--- config.mk ---
export PLATFORM = sky130hd
export DESIGN_NAME = bscac7_lane_buffer
export DESIGN_NICKNAME = d
export VERILOG_FILES = /design/src/rtl/bscac7_pkg.sv /design/src/rtl/bscac7_lane_fifo.sv /design/src/rtl/bscac7_lane_buffer.sv
export SDC_FILE = /design/constraint.sdc
export NUM_CORES = 1
export LEC_CHECK = 0
export CORE_MARGIN = 5
export CORE_UTILIZATION = 40
export CTS_CLUSTER_DIAMETER = 120
export DETAILED_ROUTE_END_ITERATION = 16
export PLACE_DENSITY = 0.61
export SETUP_SLACK_MARGIN = 0.05
export SYNTH_ARGS = -nofsm -noshare
export SYNTH_HDL_FRONTEND = slang
export SYNTH_SLANG_ARGS = --single-unit
--- constraint.sdc ---
create_clock -name clk -period 3.8 [get_ports clk]
set_input_delay 0.57 -clock clk [delete_from_list [all_inputs] [get_ports clk]]
set_output_delay 0.57 -clock clk [all_outputs]
set_load 0.005 [all_outputs]
--- src/rtl/bscac7_pkg.sv ---
// Shared types and constants for the BSCAC7 encoder front end.
// bscac7_next_word forms the next TSV codeword from the lane heads and read-enables.
package bscac7_pkg;

    localparam int BSCAC7_WIRES    = 7;
    localparam int BSCAC7_DTSV_IDX = 0;

    typedef logic [0:6] bscac7_word_t;

    // DTSV always takes its head; a locked STSV keeps its current level.
    function automatic bscac7_word_t bscac7_next_word(input bscac7_word_t head,
                                                      input bscac7_word_t state,
                                                      input logic [1:6]   ctrl);
        bscac7_word_t w;
        w = state;
        w[BSCAC7_DTSV_IDX] = head[BSCAC7_DTSV_IDX];
        for (int k = 1; k <= 6; k++) begin
            if (ctrl[k]) begin
                w[k] = head[k];
            end
        end
        return w;
    endfunction

endpackage

--- src/rtl/bscac7_lane_fifo.sv ---
// One-bit-wide lane FIFO with a registered head.
// When empty, the head holds the last popped bit, or 0 after reset.
module bscac7_lane_fifo #(
    parameter int unsigned  DEPTH = 8,
    localparam int unsigned PtrW  = $clog2(DEPTH),
    localparam int unsigned CntW  = PtrW + 1
) (
    input  logic            clk,
    input  logic            rst_n,
    input  logic            push,
    input  logic            pop,
    input  logic            din,
    output logic            head,
    output logic [CntW-1:0] count,
    output logic            full,
    output logic            empty
);

    logic [DEPTH-1:0] mem_q;
    logic [PtrW-1:0]  wr_ptr_q, rd_ptr_q, rd_ptr_nxt;
    logic [CntW-1:0]  count_q, count_d, kept;
    logic             head_q, head_d;
    logic             do_push, do_pop;

    assign full    = (count_q == CntW'(DEPTH));
    assign empty   = (count_q == '0);
    assign do_push = push & ~full;
    assign do_pop  = pop & ~empty;
    assign head    = head_q;
    assign count   = count_q;

    always_comb begin
        kept       = count_q - CntW'(do_pop);
        count_d    = kept + CntW'(do_push);
        rd_ptr_nxt = rd_ptr_q + PtrW'(do_pop);
        head_d     = head_q;
        // With no surviving old entry, the new head is the word being written now.
        if (kept != '0) begin
            head_d = mem_q[rd_ptr_nxt];
        end else if (do_push) begin
            head_d = din;
        end
    end

    always_ff @(posedge clk) begin
        if (do_push) begin
            mem_q[wr_ptr_q] <= din;
        end
    end

    always_ff @(posedge clk or negedge rst_n) begin
        if (!rst_n) begin
            wr_ptr_q <= '0;
            rd_ptr_q <= '0;
            count_q  <= '0;
            head_q   <= 1'b0;
        end else begin
            wr_ptr_q <= wr_ptr_q + PtrW'(do_push);
            rd_ptr_q <= rd_ptr_nxt;
            count_q  <= count_d;
            head_q   <= head_d;
        end
    end

endmodule

--- src/rtl/bscac7_lane_buffer.sv ---
// BSCAC7 encoder front end: seven lane FIFOs feeding the TSV state register.
// A codeword advances only when every lane holds a symbol.
module bscac7_lane_buffer
    import bscac7_pkg::*;
#(
    parameter int unsigned  DEPTH = 8,
    localparam int unsigned CntW  = $clog2(DEPTH) + 1
) (
    input  logic                 clk,
    input  logic                 rst_n,
    input  logic                 in_valid,
    output logic                 in_ready,
    input  logic [0:6]           in_data,
    output logic [0:6]           data_2b_trans,
    output logic [0:6]           stsvs_state_current,
    input  logic [1:6]           ctrl_signals,
    output logic                 out_valid,
    output logic [1:6][CntW-1:0] lane_count
);

    logic [0:6]      full, empty, pop;
    logic [CntW-1:0] count [0:6];
    logic            push, adv;
    bscac7_word_t    state_q, state_d;
    logic            out_valid_q;
    logic            unused_dtsv_count;

    assign in_ready = rst_n & ~|full;
    assign push     = in_valid & in_ready;
    assign adv      = ~|empty;

    always_comb begin
        pop = '0;
        pop[BSCAC7_DTSV_IDX] = adv;
        for (int k = 1; k <= 6; k++) begin
            pop[k] = adv & ctrl_signals[k];
        end
    end

    for (genvar i = 0; i < BSCAC7_WIRES; i++) begin : g_lane
        bscac7_lane_fifo #(
            .DEPTH(DEPTH)
        ) u_fifo (
            .clk  (clk),
            .rst_n(rst_n),
            .push (push),
            .pop  (pop[i]),
            .din  (in_data[i]),
            .head (data_2b_trans[i]),
            .count(count[i]),
            .full (full[i]),
            .empty(empty[i])
        );
    end

    // Lane 0 occupancy is not exported; it can never exceed the STSV lanes.
    assign unused_dtsv_count = ^count[BSCAC7_DTSV_IDX];

    always_comb begin
        for (int k = 1; k <= 6; k++) begin
            lane_count[k] = count[k];
        end
    end

    always_comb begin
        state_d = state_q;
        if (adv) begin
            state_d = bscac7_next_word(data_2b_trans, state_q, ctrl_signals);
        end
    end

    always_ff @(posedge clk or negedge rst_n) begin
        if (!rst_n) begin
            state_q     <= '0;
            out_valid_q <= 1'b0;
        end else begin
            state_q     <= state_d;
            out_valid_q <= adv;
        end
    end

    assign stsvs_state_current = state_q;
    assign out_valid           = out_valid_q;

endmodule

Word-level counts from Yosys, hierarchy flattened
Cells that the tools add are included.
{"block": "totals", "out_inout_bits": 40, "reg_bits": 141, "inputBits": 16, "word_cells": 223}
{"block": "op_classes", "n_bitwise": 37, "mux": 49, "reduce_logical": 38, "order_cmp": 21, "eq_ne": 7, "n_addsub": 28}
{"operator": "bitwise mux 8 bit", "n": 7}
{"operator": "< comparator 3 x 4 -> 1 bit (second input constant)", "n": 14}
{"operator": "adder 3 x 1 -> 3 bit", "n": 14}
{"operator": "adder 4 x 1 -> 4 bit", "n": 7}
{"operator": "equality test 4 bit (second input constant)", "n": 7}
{"operator": "logical NOT 4 bit", "n": 7}
{"operator": "two-way mux 1 bit", "n": 28}
{"operator": "nonzero test 4 bit", "n": 7}
{"operator": "subtractor 4 x 1 -> 4 bit", "n": 7}
{"operator": "AND 1 bit", "n": 22}
{"operator": "binary-select mux 1 bit (select 3 bit)", "n": 7}
{"operator": "demux 1 bit (select 3 bit)", "n": 7}
{"operator": "greater-or-equal comparator 3 x 1 -> 1 bit (second input constant)", "n": 7}
{"operator": "inverter 1 bit", "n": 15}
{"operator": "nonzero test 2 bit", "n": 7}
{"operator": "OR reduction 7 bit", "n": 2}
{"operator": "AND reduction 2 bit", "n": 6}
{"operator": "logical AND 1 bit", "n": 7}
{"operator": "logical NOT 1 bit", "n": 2}

Depth between registers and ports, before layout
Gate-level depths: netlist of the first run.
{"block": "logic_depth", "depth_word": 9, "depth_mapped": 12, "ltp_nobuf": 12}

Hierarchy
A second synthesis of the first run with hierarchy kept.
{"block": "unflattened", "cells_unflattened": 469, "area_unflattened_um2": 6675.2}
{"mod": "bscac7_lane_fifo at g_lane[2].u_fifo ...", "cells_per_inst": 63, "seq_area_each_um2": 515.5, "instances": 4, "area_each_um2": 882.1}
{"mod": "bscac7_lane_fifo at g_lane[0].u_fifo ...", "cells_per_inst": 63, "seq_area_each_um2": 515.5, "instances": 3, "area_each_um2": 910.9}
{"mod": "bscac7_lane_buffer", "cells_per_inst": 28, "seq_area_each_um2": 200.2, "instances": 1, "area_each_um2": 414.1}

Least setup slack after synthesis of the first run
No wires, ideal clock.
{"block": "synth_timing", "path_type": "reg2reg", "from": "register g_lane[1].u_fifo.count_q[2]", "to": "register g_lane[1].u_fifo.count_q[3]", "n_path_buf": 0, "t_required_ns": 3.671, "stages_incl_launch_ff": 12, "slack_ns": 1.234, "t_arrival_ns": 2.436, "period_less_slack_ns": 2.566, "setup_time_ns": 0.129, "path_cell_list": "dfrtp_1 -> or4_4 -> o41ai_4 -> nor3_4 -> and2_4 -> ha_1 -> ha_1 -> nand2b_1 -> nand2_1 -> a21boi_0 -> o22ai_1 -> xor2_1"}
{"block": "synth_via", "elab_chain_len": 7, "elab_cells_between_ends": 15, "cone_classes": "add/sub (2); eq/ne (1); bitwise (7); reduce/logical (5)"}
{"element": "start: declaration", "line": "bscac7_lane_fifo.sv:21", "rtl": "logic [CntW-1:0] count_q, count_d, kept;"}
{"element": "start signal: assignment", "line": "bscac7_lane_fifo.sv:60", "rtl": "count_q <= count_d;"}
{"element": "logical NOT 4 bit / equality test 4 bit (equally long branches)", "line": "bscac7_lane_fifo.sv:26, bscac7_lane_fifo.sv:25"}
{"element": "OR reduction 7 bit, on equally long branches", "line": "bscac7_lane_buffer.sv:30, bscac7_lane_buffer.sv:28"}
{"element": "logical NOT 1 bit, on equally long branches", "line": "bscac7_lane_buffer.sv:30, bscac7_lane_buffer.sv:28"}
{"element": "AND 1 bit, on equally long branches", "line": "bscac7_lane_buffer.sv:36, bscac7_lane_buffer.sv:28"}
{"element": "AND 1 bit, on equally long branches", "line": "bscac7_lane_fifo.sv:28, bscac7_lane_buffer.sv:29"}
{"element": "subtractor 4 x 1 -> 4 bit / AND 1 bit (equally long branches)", "line": "bscac7_lane_fifo.sv:33, bscac7_lane_fifo.sv:27"}
{"element": "adder 4 x 1 -> 4 bit (*)", "line": "bscac7_lane_fifo.sv:34", "rtl": "count_d = kept + CntW'(do_push);"}
{"element": "named net g_lane[1].u_fifo.count_d[3]", "line": "bscac7_lane_fifo.sv:21"}
The timed path passes the listed nets; every way through them passes the cells marked *.
A chain may end at the register's enable or synchronous reset.

Worst setup path in the final report of the first run
{"block": "layout_timing", "from": "register g_lane[2].u_fifo.count_q[2]", "to": "output port in_ready"}
{"block": "layout_via", "elab_chain_len": 4}
{"element": "start: declaration", "line": "bscac7_lane_fifo.sv:21"}
{"element": "start signal: assignment", "line": "bscac7_lane_fifo.sv:60"}
{"element": "equality test 4 bit", "line": "bscac7_lane_fifo.sv:25", "rtl": "assign full = (count_q == CntW'(DEPTH));"}
{"element": "OR reduction 7 bit", "line": "bscac7_lane_buffer.sv:28", "rtl": "assign in_ready = rst_n & ~|full;"}
{"element": "logical NOT 1 bit", "line": "bscac7_lane_buffer.sv:28"}
{"element": "AND 1 bit", "line": "bscac7_lane_buffer.sv:28"}
{"element": "end: declaration", "line": "bscac7_lane_buffer.sv:12", "rtl": "output logic in_ready,"}
Every way passes these cells.

==> results by group, run 1 <==
STA
  – Final hold viol count: 0
  – Worst Clk Skew: 0.00805 ns
  – Slew HR: 52.5%
  – Unrepaired setup endpoints after global routing: no
  – Fin worst setup slack: 0.636 ns
  – Worst slew pin tran: 0.707 ns
  – Final Cycle Share: 83.3%
  – Final Max Slew Viols: 0
  – WHS: 0.114 ns
  – Tmin final: 3.16 ns
  – Setup_tns: 0 ns
  – Maximum clock rate: 316 MHz
  – Final setup viols: 0

Layout
  – Layout cells sized above 1: 11.9%
  – Area Overhead vs Synth: 17.0%
  – Final std cells w/o fill: 820
  – Post-route cell area: 8170 sq um
  – Ant. Diodes: 0
  – Fillers: 1508
  – Nets@finish: 654

Clocking
  – CTS buffer count: 17
  – Clock Sinks: 141
  – Clock Path Buffers: 2
  – Post-CTS resize count: 0
  – Post CTS Setup Buffer Count: 0
  – Worst-path clk slew: 0.06 ns
  – H-tree lvl count: 4
  – Later-pin clock latency in the skew report: 0.41 ns
  – Cell chosen for the clock root: clkbuf_16
  – CTS tree: built
  – Hold Buf Count CTS: 0

Drt
  – Highest routed layer: met4
  – Drt via density: 5.02
  – First-pass DRT Iterations: 4
  – DRC viols: 0
  – Routed len/inst: 16.0 um
  – Total Wirelength: 13.1 mm
  – Routed Antenna Nets: 0
  – Initial DRC count: 161
  – WL met3: 684 um
  – WL met1: 5.80 mm
  – Routed wl met2: 6.55 mm
  – Via count: 4120

Min path
  – Hold Crit Class: primary input to asynchronous set/reset pin

Placement
  – Placed insts: 788
  – Buffers added on ports: 55
  – Cell Area, Placed: 7580 sq um
  – Final HPWL DP: 9.64 mm
  – DP Worst Slack: 0.739 ns
  – GP Congestion: 0.771

Die
  – Core ar.: 17200 sq um
  – Area of the die: 20200 sq um
  – Die height: 142 um
  – # IOs: 56
  – Initial Util: 40.5%
  – Die width: 142 um
  – Row count: 48

Yosys
  – Syn Nets: 612
  – Mapped Cells: 540
  – Seq/Total Area, Yosys: 54.5%
  – Post-synthesis cell area: 6980 sq um
  – FF+latch count, synth: 141
  – Most used DFF post-synth: dfrtp_1
  – Mean Syn Cell Area: 12.9 sq um
  – Synth warn: 0
  – Synth cell types: 45
  – Number of synthesized flops with an enable pin: 56
  – Async SR Flop Fraction: 60.3%

GRT
  – Vias in the first global route: 4322
  – Largest net degree at the start of global routing: 56
  – Initial antenna violation count: 0
  – Total GRT Usage: 14.0%
  – Total global routing overflow: 0
  – First-pass GRT wire length: 22.0 mm

Power and ir drop
  – P_leak: 3.36 nW
  – Cell Pwr Density: 956 nW/um^2
  – VDD IR max: 381 uV

Job
  – Maxcap violations: 0

Critical path
  – Crit-path max FO: 6
  – Worst setup SP type: flop
  – Critical Path RT: 3.23 ns
  – R2R Setup Slk: 0.74 ns
  – WS Path Type: flop to output port
  – CP Capture Type: output port
  – Arrival time at the worst endpoint: 2.59 ns

Status
  – Outcome: finished, final reports clean
==> critical path, cell delays in order, from the launching register on <==
cell,delay (ns)
dfrtp_1,0.44
nor3_1,0.63
a22oi_1,0.29
nand4_1,0.21
clkinv_1,0.15
clkdlybuf4s50_1,0.47
==> per-stage QoR <==
stage / utilization, % / power [mW]
floorplan: - / 5.28
global placement: 44.0 / 6.10
detailed placement: 44.0 / 6.25
CTS: 47.4 / 7.94
global route: 47.4 / 8.47
finish: 47.4 / 7.81
==> registers in the layout, summed over array words and instances, names as in the netlist <==
name	cells
g_lane.u_fifo.count	28
g_lane.u_fifo.head	7
g_lane.u_fifo.mem_q	56
g_lane.u_fifo.rd_ptr_q	21
g_lane.u_fifo.wr_ptr_q	21
out_valid	1
stsvs_state_current	7
==> layout make-up <==
class	instances	area [sq um]	area share, %
Timing Repair Buffer	61	593	7.26
Clock buffer	20	447	5.47
Multi-Input combinational cell	320	2740	33.6
Tap cell	225	282	3.45
Inverter	41	154	1.88
Sequential cell	141	3810	46.6
Clock inverter	12	145	1.78
==> layout by cell type, fill, tap and decap left out, drive strengths merged <==
cell type	instances
a211o	1
a21boi	2
a221oi	7
a22oi	2
a31oi	2
and2	7
buf	7
bufinv	3
clkbuf	20
clkdlybuf4s50	54
clkinv	7
clkinvlp	3
dfrtp	85
edfxtp	56
ha	56
inv	40
mux2	7
mux2i	7
mux4	14
nand2	15
nand2b	2
nand3	11
nand3b	13
nand4	11
nand4b	1
nor2	36
nor2b	5
nor3	39
nor3b	7
nor4	4
nor4b	4
o211ai	1
o21ai	7
o22ai	2
o41ai	2
or3	7
or4	2
xnor2	29
xor2	17
==> synth_stat cells, drive strengths merged, types with 2 or more instances <==
cell type	number	area [sq um]
nor2b	5	31.3
nor3b	7	52.6
edfxtp	56	1680
o41ai	2	55.1
and2	7	58.8
inv	40	150
nor4	4	31.3
mux2	7	101
mux2i	7	70.1
o22ai	2	12.5
clkbuf	2	7.51
a221oi	7	73.8
ha	56	701
a21boi	2	15.0
buf	36	270
or3	7	43.8
a31oi	2	12.5
mux4	14	315
nand3	11	55.1
nand3b	13	97.6
nor4b	4	35.0
dfrtp	85	2130
nor3	39	211
xor2	17	149
nor2	36	135
nand4	11	68.8
nand2	15	56.3
a22oi	2	15.0
xnor2	29	254
o21ai	7	35.0
or4	2	18.8
nand2b	2	12.5
==> cells by family (layout without fill, tap and decap cells) <==
| logic type | count (synthesis) | after routing | share of synthesized area, % |
|---|---|---|---|
| simple gates | 164 | 164 | 13.1 |
| flops | 141 | 141 | 54.5 |
| buf+inv | 79 | 134 | 6.18 |
| xor+xnor | 46 | 46 | 5.77 |
| compound gates | 26 | 26 | 3.37 |
| fa+ha+maj | 56 | 56 | 10.0 |
| mux | 28 | 28 | 6.97 |
==> path summary, 6_finish.rpt <==
kind / start / end / depth (start not counted)
max in group asynchronous: rst_n / g_lane[2].u_fifo.count[2] / 2
min in group clk: g_lane[0].u_fifo.rd_ptr_q[2] / g_lane[0].u_fifo.rd_ptr_q[2] / 1
max reg2reg: g_lane[2].u_fifo.count[2] / g_lane[2].u_fifo.head / 9
max: g_lane[2].u_fifo.count[2] / in_ready / 5
min reg2reg: g_lane[0].u_fifo.rd_ptr_q[2] / g_lane[0].u_fifo.rd_ptr_q[2] / 1
min: rst_n / g_lane[0].u_fifo.wr_ptr_q[2] / 1
==> where the power goes <==
| part | total (mW) | internal (mW) | switching [mW] |
|---|---|---|---|
| Sequential | 2.70 | 2.16 | 0.532 |
| Combinational | 3.47 | 1.86 | 1.61 |
| Clock | 1.65 | 1.04 | 0.606 |
==> per-layer routing <==
| metal | track usage [%] | vias to the layer above |
|---|---|---|
| met3 | 3.36 | 10 |
| met1 | 18.1 | 2015 |
| met5 | 0 | - |
| li1 | - | 2009 |
| met2 | 23.2 | 86 |
| met4 | 4.90 | 0 |
No activity file was read; power rests on OpenSTA's default activity.
==> run 2, diff against run 1 <==
- PLACE_DENSITY: 0.61 -> 0.64
- clock period: 3.8 -> 2.5 ns (I/O delays scaled with it)
==> run 2 against run 1 <==
Effect of this change: the run now ends with setup timing left; combinational power rose to 2.6 times the previous value; worst hold slack got worse by 0.050 ns; sequential share of layout area fell by 7.8 points; clock power rose by 56%; non-clock buffer count rose by 92; core utilization rose by 9.5 points; wire length rose by 14%.
==> results by group, run 2 (synthesized netlist as in run 1, its figures left out) <==
Status
  – Outcome: complete, but fails checks
  – Failing checks: setup timing

STA
  – Final setup viols: 10
  – Maximum clock rate: 372 MHz
  – Worst Clk Skew: 0.00417 ns
  – Final hold viol count: 0
  – Fin worst setup slack: -0.191 ns
  – Final Max Slew Viols: 0
  – Slew HR: 56.2%
  – WHS: 0.0632 ns
  – Tmin final: 2.69 ns
  – Worst slew pin tran: 0.656 ns
  – Unrepaired setup endpoints after global routing: yes
  – Final Cycle Share: 108%
  – Setup_tns: -1.10 ns

Power and ir drop
  – P_leak: 3.93 nW
  – Final Total Pwr: 15.4 mW
  – VDD IR max: 717 uV
  – Cell Pwr Density: 1570 nW/um^2

Drt
  – Routed Antenna Nets: 0
  – Drt via density: 4.97
  – Routed len/inst: 16.4 um
  – Total Wirelength: 15.0 mm
  – Via count: 4537
  – DRC viols: 0
  – Initial DRC count: 177
  – First-pass DRT Iterations: 4

Clocking
  – Clock Path Buffers: 2
  – H-tree lvl count: 4
  – Cell chosen for the clock root: clkbuf_16
  – CTS tree: built
  – Worst-path clk slew: 0.06 ns
  – Clock Sinks: 141
  – Hold Buf Count CTS: 0
  – Later-pin clock latency in the skew report: 0.41 ns
  – CTS buffer count: 17

GRT
  – Vias in the first global route: 4805
  – Total GRT Usage: 15.3%
  – First-pass GRT wire length: 24.1 mm
  – Initial antenna violation count: 0
  – Total global routing overflow: 0
  – Largest net degree at the start of global routing: 50

Critical path
  – Critical Path RT: 2.79 ns
  – R2R cell count: 9
  – Crit-path max FO: 7
  – Worst setup SP type: flop
  – Arrival time at the worst endpoint: 2.98 ns
  – WS Path Type: flop to flop
  – Critical R2R Launch: g_lane[4].u_fifo.count[0]
  – CP Capture Type: flop
  – R2R Setup Slk: -0.19 ns
  – FF-to-FF End: g_lane[1].u_fifo.head

Die
  – Area of the die: 20200 sq um
  – Row count: 48
  – Die width: 142 um
  – Die height: 142 um
  – # IOs: 56
  – Initial Util: 40.5%
  – Core ar.: 17200 sq um

Placement
  – GP Congestion: 0.797
  – Final HPWL DP: 10.1 mm
  – Buffers added on ports: 55
  – Placed insts: 854
  – DP Worst Slack: -0.302 ns

Layout
  – Max FFs per register: 56
  – Fillers: 1344
  – Final std cells w/o fill: 912
  – Most common cell after layout, fill and taps aside: dfrtp_1
  – Ant. Diodes: 0
  – Most frequent cells in the layout: dfrtp_1, buf_4, edfxtp_1
  – Storage element area: 3810 sq um
  – Area Overhead vs Synth: 40.4%
  – Nets@finish: 746
  – Largest Register: g_lane.u_fifo.mem_q
  – Area of the multi-input gates: 3590 sq um
  – Layout cells sized above 1: 38.1%

Job
  – Maxcap violations: 0

Min path
  – Hold Crit Class: primary input to asynchronous set/reset pin
## run 2: worst max path at each step
stage	start	slack (ns)	endpoint
after global placement	g_lane[2].u_fifo.count[0]	-0.20	g_lane[1].u_fifo.head
after floorplan	g_lane[4].u_fifo.count[1]	0.02	g_lane[1].u_fifo.count[3]
after detailed placement	g_lane[2].u_fifo.count[0]	-0.30	g_lane[3].u_fifo.head
after CTS	g_lane[4].u_fifo.count[2]	-0.17	g_lane[6].u_fifo.head
after global routing	g_lane[4].u_fifo.count[2]	-0.28	g_lane[2].u_fifo.head
final	g_lane[4].u_fifo.count[0]	-0.19	g_lane[1].u_fifo.head
## run 2: metrics by stage
stage / utilization (%) / cell area (sq um)
floorplan: - / 7120
global placement: 47.7 / 8220
global route: 56.9 / 9800
CTS: 54.1 / 9320
finish: 56.9 / 9800
detailed placement: 47.7 / 8220
## run 2: layout make-up
type | instances | share of cell area [%]
clock buffers | 19 | 4.42
well taps | 225 | 2.87
inverters | 41 | 1.75
clock inverters | 13 | 1.76
multi-input cells | 320 | 36.6
repair buffers | 153 | 13.8
flip-flops and latches | 141 | 38.8
## run 2: report_power, final
group	switching [mW]	internal, mW	total, mW
Sequential	0.657	3.29	3.95
Clock	0.919	1.65	2.57
Combinational	3.78	5.11	8.88
Total	5.35	10.1	15.4
## run 2: worst max-delay path, cell delays in order, from the launching register on
cell and delay (ns):
dfrtp_1 0.38, or4_4 0.55, o41ai_4 0.11, nor3_4 0.17, buf_12 0.17, and2_4 0.17
ha_4 0.29, mux4_2 0.50, mux2i_1 0.13, a221oi_1 0.10
## run 2: timing repair
action / CTS / global route
buffers inserted: 9 / 23
setup endpoints to repair: 30 / 31
resized for setup: 75 / 71
pin swaps: 47 / 45
## run 2: per-layer routing
| layer | wire [um] | vias to the layer above | global-route usage (%) |
|---|---|---|---|
| met5 | 0 | - | 0 |
| met4 | 346 | 0 | 7.12 |
| met3 | 476 | 23 | 2.92 |
| met2 | 7940 | 75 | 27.0 |
| met1 | 6210 | 2237 | 18.0 |
| li1 | - | 2202 | - |
